===== src/rtl/vec_operand_loader.sv =====
// Bit-serial to parallel operand loader feeding the vector gate stage.
// Optional trailing even-parity check: define VEC_LOADER_PARITY_EN.
module vec_operand_loader #(
    parameter int WIDTH = 3
) (
    input  logic             clk,
    input  logic             reset,
    input  logic             in_valid,
    input  logic             in_bit,
    output logic             in_ready,
    output logic [WIDTH-1:0] a,
    output logic [WIDTH-1:0] b,
    output logic             out_valid,
    input  logic             out_ready,
    output logic [7:0]       frame_cnt,
    output logic             parity_err
);

    localparam int CW = $clog2(WIDTH + 1);

    typedef enum logic [1:0] {
        LOAD_A = 2'd0,
        LOAD_B = 2'd1,
        PARITY = 2'd2,
        FULL   = 2'd3
    } state_t;

    state_t               state_q;
    state_t               state_d;
    logic [CW-1:0]        cnt_q;
    logic [2*WIDTH-1:0]   sr_q;
    logic [2*WIDTH-1:0]   sr_d;
    logic                 accept;
    logic                 last;
    logic                 shift_en;
    logic                 load;

    assign in_ready  = (state_q != FULL);
    assign out_valid = (state_q == FULL);
    assign accept    = in_valid & in_ready;
    assign last      = (cnt_q == CW'(WIDTH - 1));
    assign shift_en  = accept & ((state_q == LOAD_A) | (state_q == LOAD_B));
    assign sr_d      = shift_en ? {in_bit, sr_q[2*WIDTH-1:1]} : sr_q;
    assign load      = (state_d == FULL) & (state_q != FULL);

`ifdef VEC_LOADER_PARITY_EN
    logic par_q;
    logic perr_q;
    assign parity_err = perr_q;
`else
    assign parity_err = 1'b0;
`endif

    always_comb begin
        state_d = state_q;
        unique case (state_q)
            LOAD_A: if (accept && last) state_d = LOAD_B;
`ifdef VEC_LOADER_PARITY_EN
            LOAD_B: if (accept && last) state_d = PARITY;
            PARITY: if (accept) state_d = (par_q ^ in_bit) ? LOAD_A : FULL;
`else
            LOAD_B: if (accept && last) state_d = FULL;
`endif
            FULL:   if (out_ready) state_d = LOAD_A;
            default: state_d = LOAD_A;
        endcase
    end

    always_ff @(posedge clk) begin
        if (reset) begin
            state_q   <= LOAD_A;
            cnt_q     <= '0;
            sr_q      <= '0;
            a         <= '0;
            b         <= '0;
            frame_cnt <= '0;
        end else begin
            state_q <= state_d;
            sr_q    <= sr_d;
            if (shift_en) cnt_q <= last ? '0 : cnt_q + CW'(1);
            // sr_d already holds the final data bit when it lands this edge
            if (load) begin
                a <= sr_d[WIDTH-1:0];
                b <= sr_d[2*WIDTH-1:WIDTH];
            end
            if (state_q == FULL && out_ready) frame_cnt <= frame_cnt + 8'd1;
        end
    end

`ifdef VEC_LOADER_PARITY_EN
    always_ff @(posedge clk) begin
        if (reset) begin
            par_q  <= 1'b0;
            perr_q <= 1'b0;
        end else begin
            perr_q <= (state_q == PARITY) & accept & (par_q ^ in_bit);
            if (state_q != LOAD_A && state_d == LOAD_A) par_q <= 1'b0;
            else if (accept) par_q <= par_q ^ in_bit;
        end
    end
`endif

endmodule


===== config.mk =====
export PLATFORM = sky130hd
export DESIGN_NAME = vec_operand_loader
export DESIGN_NICKNAME = d
export VERILOG_FILES = /design/src/rtl/vec_operand_loader.sv
export SDC_FILE = /design/constraint.sdc
export NUM_CORES = 1
export LEC_CHECK = 0
export CAP_MARGIN = 15
export CORE_MARGIN = 8
export CORE_UTILIZATION = 39
export DETAILED_ROUTE_END_ITERATION = 8
export PLACE_DENSITY = 0.63
export SLEW_MARGIN = 30
export SYNTH_ARGS = -nofsm -noshare
export SYNTH_HDL_FRONTEND = slang
export SYNTH_SLANG_ARGS = --single-unit

===== constraint.sdc =====
create_clock -name clk -period 1.4 [get_ports clk]
set_input_delay 0.14 -clock clk [delete_from_list [all_inputs] [get_ports clk]]
set_output_delay 0.14 -clock clk [all_outputs]
set_load 0.02 [all_outputs]

==> out/metrics.cfg <==
[worst_setup_path]
crit_arrival_ps = 1170
endpoint_kind = primary output
crit_type = flip-flop to primary output
cp_data_required_time_ps = 1260
startpoint_type = flip-flop
worstPathMaxFanout = 8
r2r_slack_ps = 100

[final_layout]
final_common_cell = dfxtp_1
fin_nets = 136
ff_latch_area_sq_um = 482
stdcell_count = 159
fillers = 236
final_cell_mix = dfxtp_1, a21oi_1, dlygate4sd2_1
multi_input_area_sq_um = 449
drive_gt1_frac = 0.155
syn_to_final_growth_pct = 30.8
diodes = 0

[cts]
cts_tree = done
clock_latency_ps = 310
clock_sinks = 24
clk_pin_slew_ps = 130
cts_setup_buffers = 0
cts_max_path_buffers = 2
cts_max_level = 1
clock_tree.root_cell = clkbuf_4
cts_buffers = 3

[floorplan]
rows = 18
pin_count = 22
die-area_sq_um = 4370
die_h_um = 66.1
start_util = 0.402
die_w_um = 66.1
placeableCoreArea_sq_um = 2430

[global_route]
grt_max_degree = 25
grt_usage = 0.102
grt_first_pass_wirelength_um = 3510
gr-total-overflow = 0
grt_pass1_vias = 771
antenna_found_initial = 0

[timing]
rsz0062_at_grt = no
holdWs_ps = 486
fmax_mhz = 765
hold_viol_final = 0
finalSetupViolations = 0
finalMaxSlewViolations = 0
min_period_over_period = 0.933
skew_ps = 1.72
min_period_ps = 1310
fin_ws_ps = 93.7

[place]
place.gp.congestion = 0.704
dp.final_hpwl_um = 1570
portBuffers = 20
place_ws_ps = -99.0
dp_cells = 155

[detailed_routing]
drc = 0
drt-initial-drc-count = 28
wl_um = 2070
first_pass_iters = 4
detail_route.wl_per_cell_um = 13.0
via_per_inst = 5.14
antenna_left = 0
vias = 818

[power]
p_leak_nw = 0.557
power.density_nw_per_um2 = 989
ir_worst_vdd_uv = 781

[synthesis]
ys_types = 27
syn_inst = 102
post_synth.cell_area_avg_sq_um = 9.59
synth.cell_area_sq_um = 978
ys_seq_area_frac = 0.491
synth_warnings = 0
ys_seq_elements = 24
synth_nets = 108

[status]
status = complete, no violations

[hold_path]
hold_class = input port to flip-flop

[flow_run]
maxCapViolCount = 0

[registers in the layout, indices dropped and copies added, names as in the netlist]
register and flops:
frame_cnt 8, sr_q 6, a 3, b 3
cnt_q 2, state_q 2
[cells in the mapped netlist (all sizes together)]
| cell type | n | area, sq um |
|---|---|---|
| o21ai | 3 | 15.0 |
| inv | 2 | 7.51 |
| nor3b | 1 | 7.51 |
| a311oi | 6 | 52.6 |
| nand2b | 1 | 6.26 |
| or3b | 1 | 8.76 |
| o21bai | 1 | 7.51 |
| nand4 | 4 | 31.3 |
| ha | 1 | 12.5 |
| and3b | 1 | 8.76 |
| conb | 1 | 3.75 |
| xor2 | 2 | 17.5 |
| clkbuf | 3 | 11.3 |
| nand3 | 1 | 5.00 |
| or3 | 4 | 26.3 |
| nand2 | 6 | 25.0 |
| or4 | 2 | 15.0 |
| a21oi | 15 | 75.1 |
| nor2 | 9 | 33.8 |
| mux2i | 7 | 70.1 |
| and4bb | 1 | 12.5 |
| o31ai | 2 | 15.0 |
| dfxtp | 24 | 480 |
| buf | 4 | 30.0 |
[worst max-delay path: stages, from the launching register on]
cell           delay (ps)
dfxtp_1               400
nand2_2               120
dlygate4sd2_1         340
[worst paths after layout]
| check | startpoint | to | cells after the start |
|---|---|---|---|
| worst max-delay path | state_q[1] | in_ready | 2 |
| worst min-delay path | in_bit | sr_q[5] | 3 |
| worst max register to register | frame_cnt[0] | frame_cnt[6] | 4 |
| worst min register to register | frame_cnt[7] | frame_cnt[7] | 2 |
[through the flow]
stage | setup TNS, ps | area (sq um) | power [mW] | utilization
2_1_floorplan | 0 | 978 | 0.761 | -
3_3_place_gp | -99.2 | 1250 | 0.789 | 0.514
3_5_place_dp | -264 | 1250 | 0.791 | 0.514
4_1_cts | 0 | 1280 | 1.29 | 0.528
5_1_grt | 0 | 1280 | 1.33 | 0.526
6_report | 0 | 1280 | 1.27 | 0.526
[kinds of logic (layout without fill, tap and decap cells)]
family          after synthesis  count (layout)  synth area share
simple gates                 31              31             0.184
compound gates               27              27             0.169
flops                        24              24             0.491
buf+inv                       9              36            0.0499
mux                           7               7            0.0716
xor+xnor                      2               2            0.0179
fa+ha+maj                     1               1            0.0128
other cells                   1               1           0.00383
[layer usage]
layer | vias to the layer above | track usage | routed length, um
met2 | 11 | 0.166 | 1020
li1 | 423 | - | -
met5 | - | 0 | 0
met1 | 382 | 0.120 | 971
met4 | 0 | 0.0400 | 27
met3 | 2 | 0.0322 | 50
[final cells by class]
cell class / count / area share
Sequential cell: 24 / 0.376
Multi-Input combinational cell: 69 / 0.351
Timing Repair Buffer: 30 / 0.196
Tap cell: 30 / 0.0293
Clock inverter: 1 / 0.0235
Clock buffer: 3 / 0.0176
Inverter: 2 / 0.00587
[repair_timing]
item,4_1_cts,5_1_grt
pin swaps,0,0
gates resized for setup,17,2
endpoints found under the setup margin,16,2
gates cloned,0,0
hold buffers,0,0
[where the power goes]
| group | internal (mW) | switching (mW) | leakage, nW |
|---|---|---|---|
| Sequential | 0.692 | 0.00790 | 0.194 |
| Clock | 0.289 | 0.200 | 0.0279 |
| Combinational | 0.0355 | 0.0403 | 0.335 |
(Power assumes the default switching activity.)
